## src/rtl/bcd_seq_addsub.sv

```systemverilog
// bcd_seq_addsub: digit-serial multi-digit BCD adder/subtractor, one digit per clock, LSD first
module bcd_seq_addsub #(
    parameter int DIGITS = 4
) (
    input  logic                  clk,
    input  logic                  rst,
    input  logic                  start_valid,
    output logic                  start_ready,
    input  logic [4*DIGITS-1:0]   a,
    input  logic [4*DIGITS-1:0]   b,
    input  logic                  cin,
    input  logic                  sub,
    output logic [4*DIGITS-1:0]   sum,
    output logic                  cout,
    output logic                  invalid,
    output logic                  busy,
    output logic                  done
);
    localparam int W  = 4 * DIGITS;
    localparam int IW = DIGITS > 1 ? $clog2(DIGITS) : 1;

    typedef enum logic [1:0] {IDLE, RUN, DONE} state_t;

    state_t          state, state_nx;
    logic [W-1:0]    a_r, b_r;
    logic            sub_r, c, accept, last, bad_in, gt;
    logic [IW-1:0]   idx;
    logic [3:0]      b_eff, s_d;
    logic [4:0]      t;

    assign start_ready = state == IDLE;
    assign busy        = state != IDLE;
    assign done        = state == DONE;
    assign accept      = start_valid & start_ready;
    assign last        = idx == IW'(DIGITS - 1);

    always_comb begin
        bad_in = 1'b0;
        for (int k = 0; k < DIGITS; k++)
            bad_in = bad_in | (a[4*k +: 4] > 4'd9) | (b[4*k +: 4] > 4'd9);
    end

    // operands shift right each step, so the active digit is always at [3:0]
    always_comb begin
        b_eff = sub_r ? 4'd9 - b_r[3:0] : b_r[3:0];
        t     = {1'b0, a_r[3:0]} + {1'b0, b_eff} + {4'b0, c};
        gt    = t > 5'd9;
        s_d   = gt ? t[3:0] + 4'd6 : t[3:0];
    end

    always_comb begin
        state_nx = state == IDLE ? (accept ? RUN : IDLE) :
                   state == RUN  ? (last ? DONE : RUN) : IDLE;
    end

    always_ff @(posedge clk or posedge rst) begin
        if (rst) begin
            state   <= IDLE;
            a_r     <= '0;
            b_r     <= '0;
            sub_r   <= 1'b0;
            c       <= 1'b0;
            idx     <= '0;
            sum     <= '0;
            cout    <= 1'b0;
            invalid <= 1'b0;
        end else begin
            state <= state_nx;
            if (accept) begin
                a_r     <= a;
                b_r     <= b;
                sub_r   <= sub;
                c       <= sub ? ~cin : cin;
                idx     <= '0;
                invalid <= bad_in;
                sum     <= '0;
                cout    <= 1'b0;
            end else if (state == RUN) begin
                a_r              <= a_r >> 4;
                b_r              <= b_r >> 4;
                c                <= gt;
                idx              <= idx + 1'b1;
                sum[4*idx +: 4]  <= s_d;
                if (last) begin
                    cout <= ~invalid & (gt ^ sub_r);
                    if (invalid)
                        sum <= '0;
                end
            end
        end
    end
endmodule

```

## config.mk

```make
export PLATFORM = sky130hd
export DESIGN_NAME = bcd_seq_addsub
export DESIGN_NICKNAME = d
export VERILOG_FILES = /design/src/rtl/bcd_seq_addsub.sv
export SDC_FILE = /design/constraint.sdc
export NUM_CORES = 1
export LEC_CHECK = 0
export CELL_PAD_IN_SITES_DETAIL_PLACEMENT = 2
export CELL_PAD_IN_SITES_GLOBAL_PLACEMENT = 2
export CORE_MARGIN = 2
export CORE_UTILIZATION = 31
export DETAILED_ROUTE_END_ITERATION = 12
export PLACE_DENSITY = 0.84
export SETUP_SLACK_MARGIN = 0.2
export SLEW_MARGIN = 0
export SYNTH_ARGS = -nofsm -noshare
export SYNTH_HDL_FRONTEND = slang
export SYNTH_SLANG_ARGS = --single-unit
```

## constraint.sdc

```tcl
create_clock -name clk -period 3.6 [get_ports clk]
set_clock_uncertainty 0.1 [all_clocks]
set_input_delay 0.72 -clock clk [delete_from_list [all_inputs] [get_ports clk]]
set_output_delay 0.72 -clock clk [all_outputs]
set_load 0.02 [all_outputs]
```

==> results.cfg <==
[placement]
port_buffers = 57
dp.cells = 427
preCtsSetupSlack_ps = 333
gp_congestion = 0.735
dpl.hpwl_um = 5620

[critical_path]
max_stage_delay_ps = 470
crit_chain = xnor2_1 > fa_1 > inv_1 > fa_1 > xor2_2 > inv_1 > ha_1 > nand2_1 > o21ai_1 > o31ai_4 > mux2i_4 > a32o_1
cp_max_fo = 6
start_kind = register
reg2reg_depth = 12
worst-endpoint-arrival_ps = 3370
worst_setup_path_end_kind = register
required_ps = 3750
path_class = register to register
r2r_start = sub_r$_DFFE_PP0P_
reg2reg_slack_ps = 390
r2r-end = sum[10]$_DFFE_PP0P_
worst_path_max_delay_cell = dfrtp_1

[finish]
fin_nets = 380
fin_cells = 436
regArea_mm2 = 0.00140
syn2layout_area_growth_pct = 31.7
drive_above_1_share_pct = 7.85
final_common_cell = nand2_1
fill_cells = 898
layout_common_cells = 69 x nand2_1, 57 x clkdlybuf4s50_1, 56 x dfrtp_1
multi_input_area_mm2 = 0.00123
antenna_cells = 0

[synthesis]
synth_seq_cells = 56
syn_area_mm2 = 0.00269
yosys_warnings = 0
syn_avg_cell_area_um2 = 10.0
syn_nets = 319
ys_types = 39
ys_seq_area_share_pct = 52.1
synthCells = 269

[timing]
timing.final.ws_setup_ps = 385
rsz0062_at_grt = no
hold_viol = 0
slew_violations = 0
worst_slew_pin_slew_ps = 626
period_needed_ps = 3210
slew_headroom_pct = 57.7
finalSetupTns_ps = 0
setup_viol = 0
finalCritPeriodShare_pct = 89.3
holdWs_ps = 388
clock.fmax_mhz = 311

[routing]
first_iter_violations = 44
drc_errors = 0
routed-via-count = 2275
drtAntennaViolNets = 0
vias_per_cell = 5.22
firstDrtPassIters = 4
routed_wl_um = 7530
wl_per_cell_um = 17.3

[clock_tree]
clk_latency_ps = 320
clock_sinks = 56
clk_pin_slew_ps = 100
cts_hold_buf = 0
cts_tree = yes
cts-root-buf = clkbuf_8
h-tree-depth = 2
numCtsBuffers = 5
clock_path_buffers = 2

[global_route]
overflow = 0
grt_max_degree = 36
grtUsageTotal_pct = 16.4
grt_pass1_wl_um = 12700
antenna_found_initial = 0
grt_pass1_vias = 2555

[die]
dieWidth_um = 97.2
start_util_pct = 32.4
row_count = 33
coreArea_mm2 = 0.00830
die_h_um = 97.2
pin_count = 58
die-area_mm2 = 0.00944

[run_status]
outcome = finished clean

[power]
p_per_area_mw_per_mm2 = 1110
leakage_nw = 1.60
peakVddDrop_v = 0.000455

[hold_path]
hp-class = register to register
whs_path_depth = 2
min-delay-start = b_r[4]$_DFFE_PP0P_
min_to = b_r[4]$_DFFE_PP0P_

[flow_run]
maxCapViolations = 0
[timing repair]
item / 4_1_cts / 5_1_grt
hold endpoints to repair: 0 / 0
gates resized for setup: 0 / 3
buffers inserted: 0 / 1
endpoints found under the setup margin: 0 / 4
[area by class of cell]
type                       count  area share, %
sequential                    56           39.5
multi-input combinational    191           34.7
timing repair buffer          64           17.6
tap                          105           3.71
clock buffer                   6           2.05
inverter                      12           1.27
clock inverter                 2           1.09
[routing by layer]
layer	vias up	GRT usage, %	routed length [µm]
met5	-	0	0
met4	0	2.93	49
met3	6	3.17	283
met2	50	29.9	3940
met1	1153	20.3	3250
li1	1066	-	-
[stage by stage]
stage | power [mW] | utilization [%] | area, µm²
floorplan | 2.54 | - | 2690
global placement | 3.20 | 41.0 | 3400
detailed placement | 3.34 | 41.0 | 3400
CTS | 3.80 | 42.4 | 3520
global route | 4.29 | 42.7 | 3540
finish | 3.94 | 42.7 | 3540
[worst max-delay path: cells and delay by family (launching register included)]
family	cells	cell delay, ps
AO/OA/AOI/OAI	3	680
XOR/XNOR	2	420
adder cells (fa/ha/maj)	3	900
buffers and inverters	2	160
flip-flops	1	470
multiplexers	1	340
AND/OR/NAND/NOR	1	70
[logic make-up (layout without fill, tap and decap cells)]
group / Yosys count / in the layout / share of synthesized area, %
fa+ha+maj: 13 / 13 / 6.60
flops: 56 / 56 / 52.1
mux: 1 / 1 / 0.372
buf+inv: 22 / 84 / 3.35
xor+xnor: 6 / 6 / 1.95
simple gates: 91 / 91 / 14.7
compound gates: 80 / 80 / 20.9
[worst max-delay path by stage]
stage | slack [ps] | end | startpoint | cells past startpoint
after floorplan | 800 | sum[2]$_DFFE_PP0P_ | sub_r$_DFFE_PP0P_ | 12
after global placement | 570 | sum[2]$_DFFE_PP0P_ | sub_r$_DFFE_PP0P_ | 12
after detailed placement | 330 | sum[10]$_DFFE_PP0P_ | sub_r$_DFFE_PP0P_ | 12
after CTS | 270 | sum[10]$_DFFE_PP0P_ | sub_r$_DFFE_PP0P_ | 12
after global routing | 190 | sum[10]$_DFFE_PP0P_ | sub_r$_DFFE_PP0P_ | 12
final | 390 | sum[10]$_DFFE_PP0P_ | sub_r$_DFFE_PP0P_ | 12
[registers in the layout, indices dropped and copies added, names as in the netlist]
register	flops
idx	2
state	2
b_r	16
sub_r	1
invalid	1
cout	1
a_r	16
sum	16
c	1
[cell usage after synthesis, drive strengths merged]
master	instances	share of area [%]
nand3	2	0.37
a22o	12	4.0
nor2	5	0.70
nor3	1	0.19
nand3b	1	0.28
nor2b	2	0.46
nand2	69	9.6
ha	11	5.1
dfrtp	56	52
and3b	1	0.33
nand2b	2	0.46
a32o	3	1.2
clkbuf	7	0.98
inv	12	1.7
xor2	1	0.33
a22oi	24	6.7
a21boi	1	0.28
xnor2	5	1.6
o21ai	28	5.2
o31ai	3	1.3
fa	2	1.5
o22ai	1	0.23
a21o	1	0.33
or2	2	0.46
nor3b	1	0.46
buf	3	0.70
a2111oi	1	0.33
mux2i	1	0.37
a21oi	4	0.74
o41ai	1	0.33
o221ai	1	0.33
nor4b	1	0.33
nor4bb	1	0.37
nand4	3	0.70
[report_power, final]
group | switching (mW) | internal, mW
logic | 1.43 | 1.01
registers | 0.185 | 0.889
clock network | 0.221 | 0.211
Note: power is estimated with default switching activity, not from simulation.
